<file path="config.mk">
export PLATFORM = sky130hd
export DESIGN_NAME = btn_conditioner_flat
export DESIGN_NICKNAME = d
export VERILOG_FILES = /design/src/rtl/btn_conditioner_if.sv /design/src/rtl/btn_conditioner.sv /design/src/flat_wrapper.sv
export SDC_FILE = /design/constraint.sdc
export NUM_CORES = 1
export LEC_CHECK = 0
export CORE_MARGIN = 1
export CORE_UTILIZATION = 45
export DETAILED_ROUTE_END_ITERATION = 8
export PLACE_DENSITY_LB_ADDON = 0.15
export SLEW_MARGIN = 25
export SYNTH_ARGS = -nofsm -noshare
export SYNTH_HDL_FRONTEND = slang
export SYNTH_SLANG_ARGS = --single-unit
</file>
<file path="constraint.sdc">
create_clock -name clk -period 7 [get_ports clk]
set_clock_uncertainty 0.1 [all_clocks]
set_input_delay 1.4 -clock clk [delete_from_list [all_inputs] [get_ports clk]]
set_output_delay 1.4 -clock clk [all_outputs]
set_load 0.005 [all_outputs]
</file>
<file path="src/rtl/btn_conditioner_if.sv">
// Button bundle between the board pins and the conditioner.
// The master side drives the raw pins and receives the conditioned outputs.
// The slave side is the conditioner itself.
interface btn_conditioner_if #(
  parameter int NUM_BTN = 4
);
  logic [NUM_BTN-1:0] btn_in;
  logic [NUM_BTN-1:0] btn_level;
  logic [NUM_BTN-1:0] btn_press;
  logic [NUM_BTN-1:0] btn_release;

  modport master (
    output btn_in,
    input  btn_level,
    input  btn_press,
    input  btn_release
  );

  modport slave (
    input  btn_in,
    output btn_level,
    output btn_press,
    output btn_release
  );
endinterface

</file>
<file path="src/rtl/btn_conditioner.sv">
// Push-button conditioner.
// Each channel has a 2-FF synchronizer feeding its own debounce FSM.
// Each channel produces a debounced level, a one-cycle press pulse and a one-cycle
// release pulse. Optional auto-repeat re-fires the press pulse while the button is held.
// All channels are independent of each other.
module btn_conditioner #(
  parameter int NUM_BTN         = 4,
  parameter int DEBOUNCE_CYCLES = 250000,
  parameter int HOLD_CYCLES     = 12500000,
  parameter int REPEAT_CYCLES   = 2500000,
  parameter int REPEAT_EN       = 1
) (
  input  logic              clk,
  input  logic              rst,
  btn_conditioner_if.slave  bus
);

  typedef enum logic [1:0] {
    IDLE     = 2'd0,
    DB_PRESS = 2'd1,
    HELD     = 2'd2,
    DB_REL   = 2'd3
  } btnState_t;

  localparam int HMAX = (HOLD_CYCLES > REPEAT_CYCLES) ? HOLD_CYCLES : REPEAT_CYCLES;
  localparam int DW   = $clog2(DEBOUNCE_CYCLES + 1);
  localparam int HW   = $clog2(HMAX + 1);

  // Terminal counts: the transition fires on the edge that completes the full interval.
  localparam logic [DW-1:0] DB_LAST   = DW'(DEBOUNCE_CYCLES - 1);
  localparam logic [HW-1:0] HOLD_LAST = HW'(HOLD_CYCLES - 1);
  localparam logic [HW-1:0] REP_LAST  = HW'(REPEAT_CYCLES - 1);
  localparam logic [DW-1:0] DB_ONE    = DW'(1);
  localparam logic [HW-1:0] H_ONE     = HW'(1);
  localparam bit            REP_ON    = (REPEAT_EN != 0);

  logic [NUM_BTN-1:0] syncS1;
  logic [NUM_BTN-1:0] syncS2;

  // Two-stage synchronizer for the raw asynchronous pins.
  always_ff @(posedge clk or posedge rst) begin
    if (rst) begin
      syncS1 <= '0;
      syncS2 <= '0;
    end else begin
      syncS1 <= bus.btn_in;
      syncS2 <= syncS1;
    end
  end

  for (genvar i = 0; i < NUM_BTN; i++) begin : gChan
    btnState_t     state;
    logic [DW-1:0] dCnt;
    logic [HW-1:0] hCnt;
    logic          repeating;
    logic          levelR;
    logic          pressR;
    logic          releaseR;

    // Per-button debounce/repeat FSM; level and pulses are registered here.
    always_ff @(posedge clk or posedge rst) begin
      if (rst) begin
        state     <= IDLE;
        dCnt      <= '0;
        hCnt      <= '0;
        repeating <= 1'b0;
        levelR    <= 1'b0;
        pressR    <= 1'b0;
        releaseR  <= 1'b0;
      end else begin
        pressR   <= 1'b0;
        releaseR <= 1'b0;
        case (state)
          IDLE: begin
            levelR <= 1'b0;
            if (syncS2[i]) begin
              state <= DB_PRESS;
              dCnt  <= '0;
            end
          end
          DB_PRESS: begin
            if (!syncS2[i]) begin
              state <= IDLE;
            end else if (dCnt == DB_LAST) begin
              state     <= HELD;
              pressR    <= 1'b1;
              levelR    <= 1'b1;
              hCnt      <= '0;
              repeating <= 1'b0;
            end else begin
              dCnt <= dCnt + DB_ONE;
            end
          end
          HELD: begin
            if (!syncS2[i]) begin
              state <= DB_REL;
              dCnt  <= '0;
            end else if (REP_ON) begin
              // First repeat after the hold delay, later ones at the repeat period.
              // A pulse is suppressed if the previous cycle already pulsed, so
              // degenerate 1-cycle periods still never give back-to-back pulses.
              if ((!repeating && (hCnt == HOLD_LAST)) || (repeating && (hCnt == REP_LAST))) begin
                pressR    <= !pressR;
                hCnt      <= '0;
                repeating <= 1'b1;
              end else begin
                hCnt <= hCnt + H_ONE;
              end
            end else begin
              hCnt <= '0;
            end
          end
          DB_REL: begin
            if (syncS2[i]) begin
              // Release aborted: back to held, repeat timing starts over.
              state     <= HELD;
              hCnt      <= '0;
              repeating <= 1'b0;
            end else if (dCnt == DB_LAST) begin
              state    <= IDLE;
              releaseR <= 1'b1;
              levelR   <= 1'b0;
            end else begin
              dCnt <= dCnt + DB_ONE;
            end
          end
          default: begin
            state  <= IDLE;
            levelR <= 1'b0;
          end
        endcase
      end
    end

    assign bus.btn_level[i]   = levelR;
    assign bus.btn_press[i]   = pressR;
    assign bus.btn_release[i] = releaseR;
  end

endmodule
</file>
<file path="src/flat_wrapper.sv">
// flat-port wrapper written by rule: the top's interface ports become plain ports
module btn_conditioner_flat 
#(
  parameter int NUM_BTN         = 4,
  parameter int DEBOUNCE_CYCLES = 250000,
  parameter int HOLD_CYCLES     = 12500000,
  parameter int REPEAT_CYCLES   = 2500000,
  parameter int REPEAT_EN       = 1
)
  (clk, rst, bus_btn_in, bus_btn_level, bus_btn_press, bus_btn_release);
  btn_conditioner_if #(.NUM_BTN(NUM_BTN)) bus_i ();
  input  logic clk;
  input  logic rst;
  input wire logic [$bits(bus_i.btn_in)-1:0] bus_btn_in;
  output wire logic [$bits(bus_i.btn_level)-1:0] bus_btn_level;
  output wire logic [$bits(bus_i.btn_press)-1:0] bus_btn_press;
  output wire logic [$bits(bus_i.btn_release)-1:0] bus_btn_release;
  assign bus_i.btn_in = bus_btn_in;
  assign bus_btn_level = bus_i.btn_level;
  assign bus_btn_press = bus_i.btn_press;
  assign bus_btn_release = bus_i.btn_release;
  btn_conditioner #(.NUM_BTN(NUM_BTN), .DEBOUNCE_CYCLES(DEBOUNCE_CYCLES), .HOLD_CYCLES(HOLD_CYCLES), .REPEAT_CYCLES(REPEAT_CYCLES), .REPEAT_EN(REPEAT_EN)) u_core (.clk(clk), .rst(rst), .bus(bus_i));
endmodule
</file>
==> results.yml, run 1 <==
outcome:
  outcome: "completed"
clocking:
  cts_sinks: 200
  clk_latency_ns: 0.45
  cts_inserted_buffers: 17
  ctsHoldBuffers: 0
  max-clock-path-buffers: 2
  cts_setup_buffers: 0
  cts-root-buf: "clkbuf_16"
  clk_pin_slew_ns: 0.07
  htreeDepth: 4
  cts_tree: "yes"
  cts_resized: 0
critical_path:
  cp_top_family: "adder cells"
  worstPathArrival_ns: 3.27
  critical_path_class: "reg -> reg"
  crit_path_end_kind: "flop"
  startpoint_type: "flop"
  cp_slowest_cell: "ha_1"
  critical_path_buf_inv_count: 1
  cp-endpoint: "u_core.gChan[1].hCnt[7]"
  critPathRequiredTime_ns: 7.18
  critPathMaxFanout: 24
  path_cells: "inv_1 > ha_1 > nor2_1 > o21a_1 > a21o_1 > nand3_1 > o311ai_0"
  worst-r2r-setup-slack_ns: 3.91
  slowest_delay_ns: 0.80
  r2r_cells: 7
  regToRegEndpoint: "u_core.gChan[1].hCnt[7]"
  startpoint: "u_core.gChan[1].state[0]"
  crit_cells: 7
  r2r-start: "u_core.gChan[1].state[0]"
pwr:
  swShare: 0.404
  p_clk_frac: 0.286
  ir_drop_uv: 158
  p_comb_frac: 0.334
  total_leakage_power_nw: 4.94
  power.total_mw: 3.50
  p_switching_mw: 1.41
  p_seq_frac: 0.380
  p_int_mw: 2.09
  p_per_area_nw_per_um2: 276
finish:
  seqCellArea_sq_um: 5000
  nNetsFinal: 1318
  design_area_sq_um: 12700
  n_antenna_cell: 0
  multi_input_area_sq_um: 6170
  drive_gt1_frac: 0.0530
  fillers: 2391
  final_cells: 1631
  postLayoutCoreUtil: 0.499
  syn2layout_area_growth_pct: 7.78
floorplanning:
  rows: 58
  die_w_microns: 164
  dieArea_sq_um: 26800
  start_util: 0.463
  fp.dieH_microns: 164
  core_area_sq_um: 25400
  io_pins: 18
timing:
  finalCritPeriodShare: 0.442
  rsz0062_at_grt: "false"
  timing.fmax_ghz: 0.323
  hold_violations: 0
  relSlewSlack: 0.378
  finalSetupTns_ns: 0
  fin_crit_ns: 3.09
  setup_viol: 0
  worst_pin_slew_ns: 0.934
  finalMaxSlewViolations: 0
logic_synthesis:
  ys_seq_area_frac: 0.426
  synth_fa_ha_area_frac: 0.0255
  synth_area_per_cell_sq_um: 8.89
  synth_top_area_frac: 0.426
  synth_mux_area_frac: 0.00617
  ys_ff_latch: 200
  synth_area_sq_um: 11800
  synth_compound_area_frac: 0.194
  synth-edff-count: 0
  yosys.area_share.simple: 0.281
  synth_top_family_by_area: "simple AND/OR/NAND/NOR gates"
  synth.net_count: 1353
  synthFlopType: "dfrtp_1"
  async_flop_share: 1.00
  ys_warn_count: 0
  synthCells: 1323
  yosys.area.top_type: "dfrtp_1"
  synth.distinct_cells: 79
  synth_xor_xnor_area_share: 0.0149
  synth_area_leaders: "dfrtp_1 43%, or4_1 4.3%, nand2_1 4.2%"
grt:
  grtUsageTotal: 0.205
  grt_max_degree: 90
  grt_first_pass_wirelength_mm: 45.5
  grt_pass1_vias: 9272
  antenna_found_initial: 0
  grt-ovfl-total: 0
place:
  placed_area_sq_um: 12100
  place_inst: 1599
  port_buffers: 17
  dpl.hpwl_mm: 17.3
  gp_congestion: 0.813
drt:
  detail-route-antenna-nets: 0
  firstDrtPassIters: 5
  via_count: 10100
  totalWireLength_mm: 26.6
  drt-wirelength-per-cell_microns: 16.3
  drt_iter0_drc: 624
  drcViolationCount: 0
  routed_via_density: 6.21
job:
  maxCapViolCount: 0
hold_path:
  min_path_cells: 0
  min_path_type: "reg -> reg"
==> cells by family (layout without fill, tap and decap cells) <==
logic type      after synthesis  after routing
mux                           7              7
flops                       200            200
fa+ha+maj                    24             24
xor+xnor                     20             20
compound gates              345            345
buf+inv                     147            125
simple gates                580            580
==> registers in the layout, indices dropped and copies added, names as in the netlist, named ones only <==
name,cells
u_core.syncS1,4
u_core.gChan.state,4
u_core.gChan.hCnt,96
u_core.gChan.levelR,4
u_core.gChan.dCnt,72
u_core.gChan.repeating,4
u_core.syncS2,4
u_core.gChan.releaseR,4
u_core.gChan.pressR,4
==> metrics by stage <==
step	setup slack, ns	hold WS (ns)
3_3_place_gp	3.59	0.233
3_5_place_dp	3.57	0.237
4_1_cts	3.92	0.257
5_1_grt	3.62	0.257
6_report	3.91	0.250
2_1_floorplan	0.0460	0.231
==> synth_stat cells, types with 5 or more instances <==
| library cell | number |
|---|---|
| dfrtp_1 | 200 |
| nand2_1 | 131 |
| a21oi_1 | 80 |
| nand3_1 | 79 |
| or4_1 | 68 |
| inv_1 | 64 |
| nor2_1 | 60 |
| clkbuf_1 | 58 |
| o31ai_1 | 54 |
| o21ai_0 | 53 |
| nand4_1 | 52 |
| or3_1 | 33 |
| o211ai_1 | 26 |
| and3_1 | 25 |
| ha_1 | 24 |
| a31oi_1 | 23 |
| nor4_1 | 20 |
| and4_1 | 19 |
| o22ai_1 | 17 |
| xnor2_1 | 16 |
| and2_1 | 14 |
| buf_4 | 14 |
| nor3_1 | 14 |
| a32oi_1 | 10 |
| a211oi_1 | 9 |
| buf_2 | 9 |
| nor4b_1 | 8 |
| or2_2 | 8 |
| nand2b_1 | 7 |
| o21a_1 | 7 |
| a21o_1 | 6 |
| o2111ai_1 | 6 |
| o21ai_1 | 6 |
| o41ai_1 | 6 |
| mux2i_1 | 5 |
| nor2b_1 | 5 |
| nor3b_1 | 5 |
| o311ai_0 | 5 |
| or4b_1 | 5 |
==> area by class of cell <==
| cell class | count | area share |
|---|---|---|
| Multi-Input combinational cell | 976 | 0.487 |
| Clock buffer | 17 | 0.0336 |
| Sequential cell | 200 | 0.395 |
| Timing Repair Buffer | 29 | 0.0205 |
| Inverter | 64 | 0.0195 |
| Clock inverter | 15 | 0.0122 |
| Tap cell | 330 | 0.0326 |
==> worst min-delay path by stage <==
stage | start | endpoint
final | u_core.syncS1[1] | u_core.syncS2[1]
after global routing | u_core.syncS1[0] | u_core.syncS2[0]
after CTS | u_core.syncS1[1] | u_core.syncS2[1]
after detailed placement | u_core.syncS1[1] | u_core.syncS2[1]
after global placement | u_core.syncS1[1] | u_core.syncS2[1]
after floorplan | u_core.syncS1[0] | u_core.syncS2[0]
==> layer usage <==
layer,GRT usage,routed length [microns]
met1,0.296,13400
met5,0,0
met3,0.0300,524
met2,0.322,12400
met4,0.0513,264
==> cells in the final DEF (no fill, tap or decap), types with 14 or more instances in the layout <==
master           Yosys  final
dfrtp_1            200    200
nand2_1            131    131
nand3_1             79     79
a21oi_1             80     79
or4_1               68     68
inv_1               64     63
nor2_1              60     60
o31ai_1             54     54
o21ai_0             53     53
nand4_1             52     52
or3_1               33     33
o211ai_1            26     26
and3_1              25     25
ha_1                24     24
a31oi_1             23     23
nor4_1              20     20
and4_1              19     19
o22ai_1             17     17
clkbuf_16            0     17
clkdlybuf4s50_1      0     17
xnor2_1             16     16
and2_1              14     14
==> power groups by stage <==
stage | clock network [mW] | registers [mW] | logic (mW)
finish | 1.00 | 1.33 | 1.17
global route | 1.07 | 1.35 | 1.31
CTS | 1.02 | 1.33 | 1.18
detailed placement | 0 | 1.35 | 1.17
global placement | 0 | 1.35 | 1.15
floorplan | 0 | 1.33 | 0.901
Note: power is estimated with default switching activity, not from simulation.
==> run 2, diff against run 1 <==
Clock period 7 ns to 2.94 ns, I/O delays scaled along.
==> results.yml, run 2 (synthesis results as in run 1) <==
critical_path:
  r2r-start: "u_core.gChan[2].state[0]"
  r2r_cells: 6
  worstPathArrival_ns: 2.95
  critical_path_class: "reg -> reg"
  worst-r2r-setup-slack_ns: 0.24
  slowest_delay_ns: 0.54
  crit_path_end_kind: "flop"
  cp_slowest_cell: "or4_1"
  path_cells: "ha_1 > or3_1 > a221o_1 > or2_4 > or4_1 > a21oi_1"
  startpoint_type: "flop"
  critPathRequiredTime_ns: 3.19
  regToRegEndpoint: "u_core.gChan[2].hCnt[15]"
  critPathMaxFanout: 39
timing:
  relSlewSlack: 0.343
  hold_violations: 0
  fin_crit_ns: 2.70
  finalMaxSlewViolations: 0
  worst_pin_slew_ns: 0.985
  holdWs_ns: 0.252
  finalCritPeriodShare: 0.919
  setup_viol: 0
  timing.fmax_ghz: 0.370
  rsz0062_at_grt: "false"
grt:
  grt_max_degree: 71
  grt-ovfl-total: 0
  antenna_found_initial: 0
  grt_pass1_vias: 9519
  grtUsageTotal: 0.208
  grt_first_pass_wirelength_mm: 46.5
pwr:
  total_leakage_power_nw: 5.04
  p_per_area_nw_per_um2: 644
  ir_drop_uv: 429
  power.total_mw: 8.25
clocking:
  clk_pin_slew_ns: 0.07
  cts_setup_buffers: 0
  ctsHoldBuffers: 0
  htreeDepth: 4
  clk_latency_ns: 0.43
  cts_inserted_buffers: 17
  max-clock-path-buffers: 2
  cts_sinks: 200
  cts_resized: 0
  cts_tree: "yes"
  cts-root-buf: "clkbuf_16"
drt:
  totalWireLength_mm: 26.4
  firstDrtPassIters: 5
  drcViolationCount: 0
  drt_iter0_drc: 843
  drt-wirelength-per-cell_microns: 15.9
  via_count: 10200
  routed_via_density: 6.14
  detail-route-antenna-nets: 0
outcome:
  outcome: "completed"
finish:
  drive_gt1_frac: 0.0672
  n_antenna_cell: 0
  design_area_sq_um: 12800
  syn2layout_area_growth_pct: 8.96
  top_register: "u_core.gChan.hCnt"
  reg_top3: "u_core.gChan.hCnt (96), u_core.gChan.dCnt (72)"
  fillers: 2434
  final_common_cell: "dfrtp_1"
  layout_common_cells: "200 x dfrtp_1, 131 x nand2_1, 79 x nand3_1, 79 x a21oi_1, 68 x or4_1"
  nNetsFinal: 1341
  largest_reg_flops: 96
place:
  port_buffers: 17
  gp_congestion: 0.823
  dpl.hpwl_mm: 17.6
  placed_area_sq_um: 12300
hold_path:
  hp-start: "u_core.syncS1[1]"
  min_path_type: "reg -> reg"
  min_to: "u_core.syncS2[1]"
  min_path_cells: 0
floorplanning:
  rows: 58
  io_pins: 18
  start_util: 0.463
  fp.dieH_microns: 164
  dieArea_sq_um: 26800
  core_area_sq_um: 25400
  die_w_microns: 164
job:
  maxCapViolCount: 0
-- run 2: cell types whose count changed in the layout (fill, tap and decap cells not counted), sizes merged --
cell and delta:
buf +23, inv -8, clkinv +4, clkbuf +3
clkinvlp +2, bufinv -1
-- run 2: worst max-delay path: cells and delay by family (launching register included) --
family	cells	cell delay (ns)
AOI/OAI and AO/OA	2	0.52
adders and majority gates	1	0.29
DFF	1	0.41
and+or+nand+nor	3	1.29
-- run 2: per-layer routing --
layer	global-route usage	routed length (microns)
met5	0	0
met2	0.342	12200
met1	0.292	13400
met4	0.0375	116
met3	0.0312	667
-- run 2: area by class of cell --
class	count	area, sq um	area share
Inverter	64	244	0.0190
Timing Repair Buffer	52	458	0.0357
Sequential cell	200	5000	0.391
Clock inverter	12	98.8	0.00771
Multi-Input combinational cell	976	6150	0.480
Clock buffer	20	447	0.0349
Tap cell	330	413	0.0322
-- run 2: worst max path at each step --
stage | startpoint | endpoint | cells after the start
after global placement | u_core.gChan[2].state[0] | u_core.gChan[2].hCnt[15] | 6
final | u_core.gChan[2].state[0] | u_core.gChan[2].hCnt[15] | 6
after CTS | u_core.gChan[2].state[0] | u_core.gChan[2].hCnt[13] | 6
after detailed placement | u_core.gChan[2].state[0] | u_core.gChan[2].hCnt[13] | 6
after global routing | u_core.gChan[2].state[0] | u_core.gChan[2].hCnt[6] | 6
after floorplan | rst | async pin | 1
-- run 2: power by group --
| group | internal, mW | switching [mW] | total (mW) |
|---|---|---|---|
| combinational | 0.921 | 1.96 | 2.88 |
| clock | 1.12 | 1.08 | 2.20 |
| sequential | 2.95 | 0.218 | 3.17 |
| total | 4.99 | 3.26 | 8.25 |
-- run 2: stage by stage --
| step | utilization | TNS, ns | worst slack, ns | std cells |
|---|---|---|---|---|
| floorplan | - | -67.27 | -0.336 | 1323 |
| global placement | 0.483 | 0 | 0.306 | 1622 |
| detailed placement | 0.483 | 0 | 0.251 | 1622 |
| CTS | 0.504 | 0 | 0.235 | 1654 |
| global route | 0.504 | 0 | 0.0687 | 1654 |
| finish | 0.504 | 0 | 0.239 | 1654 |
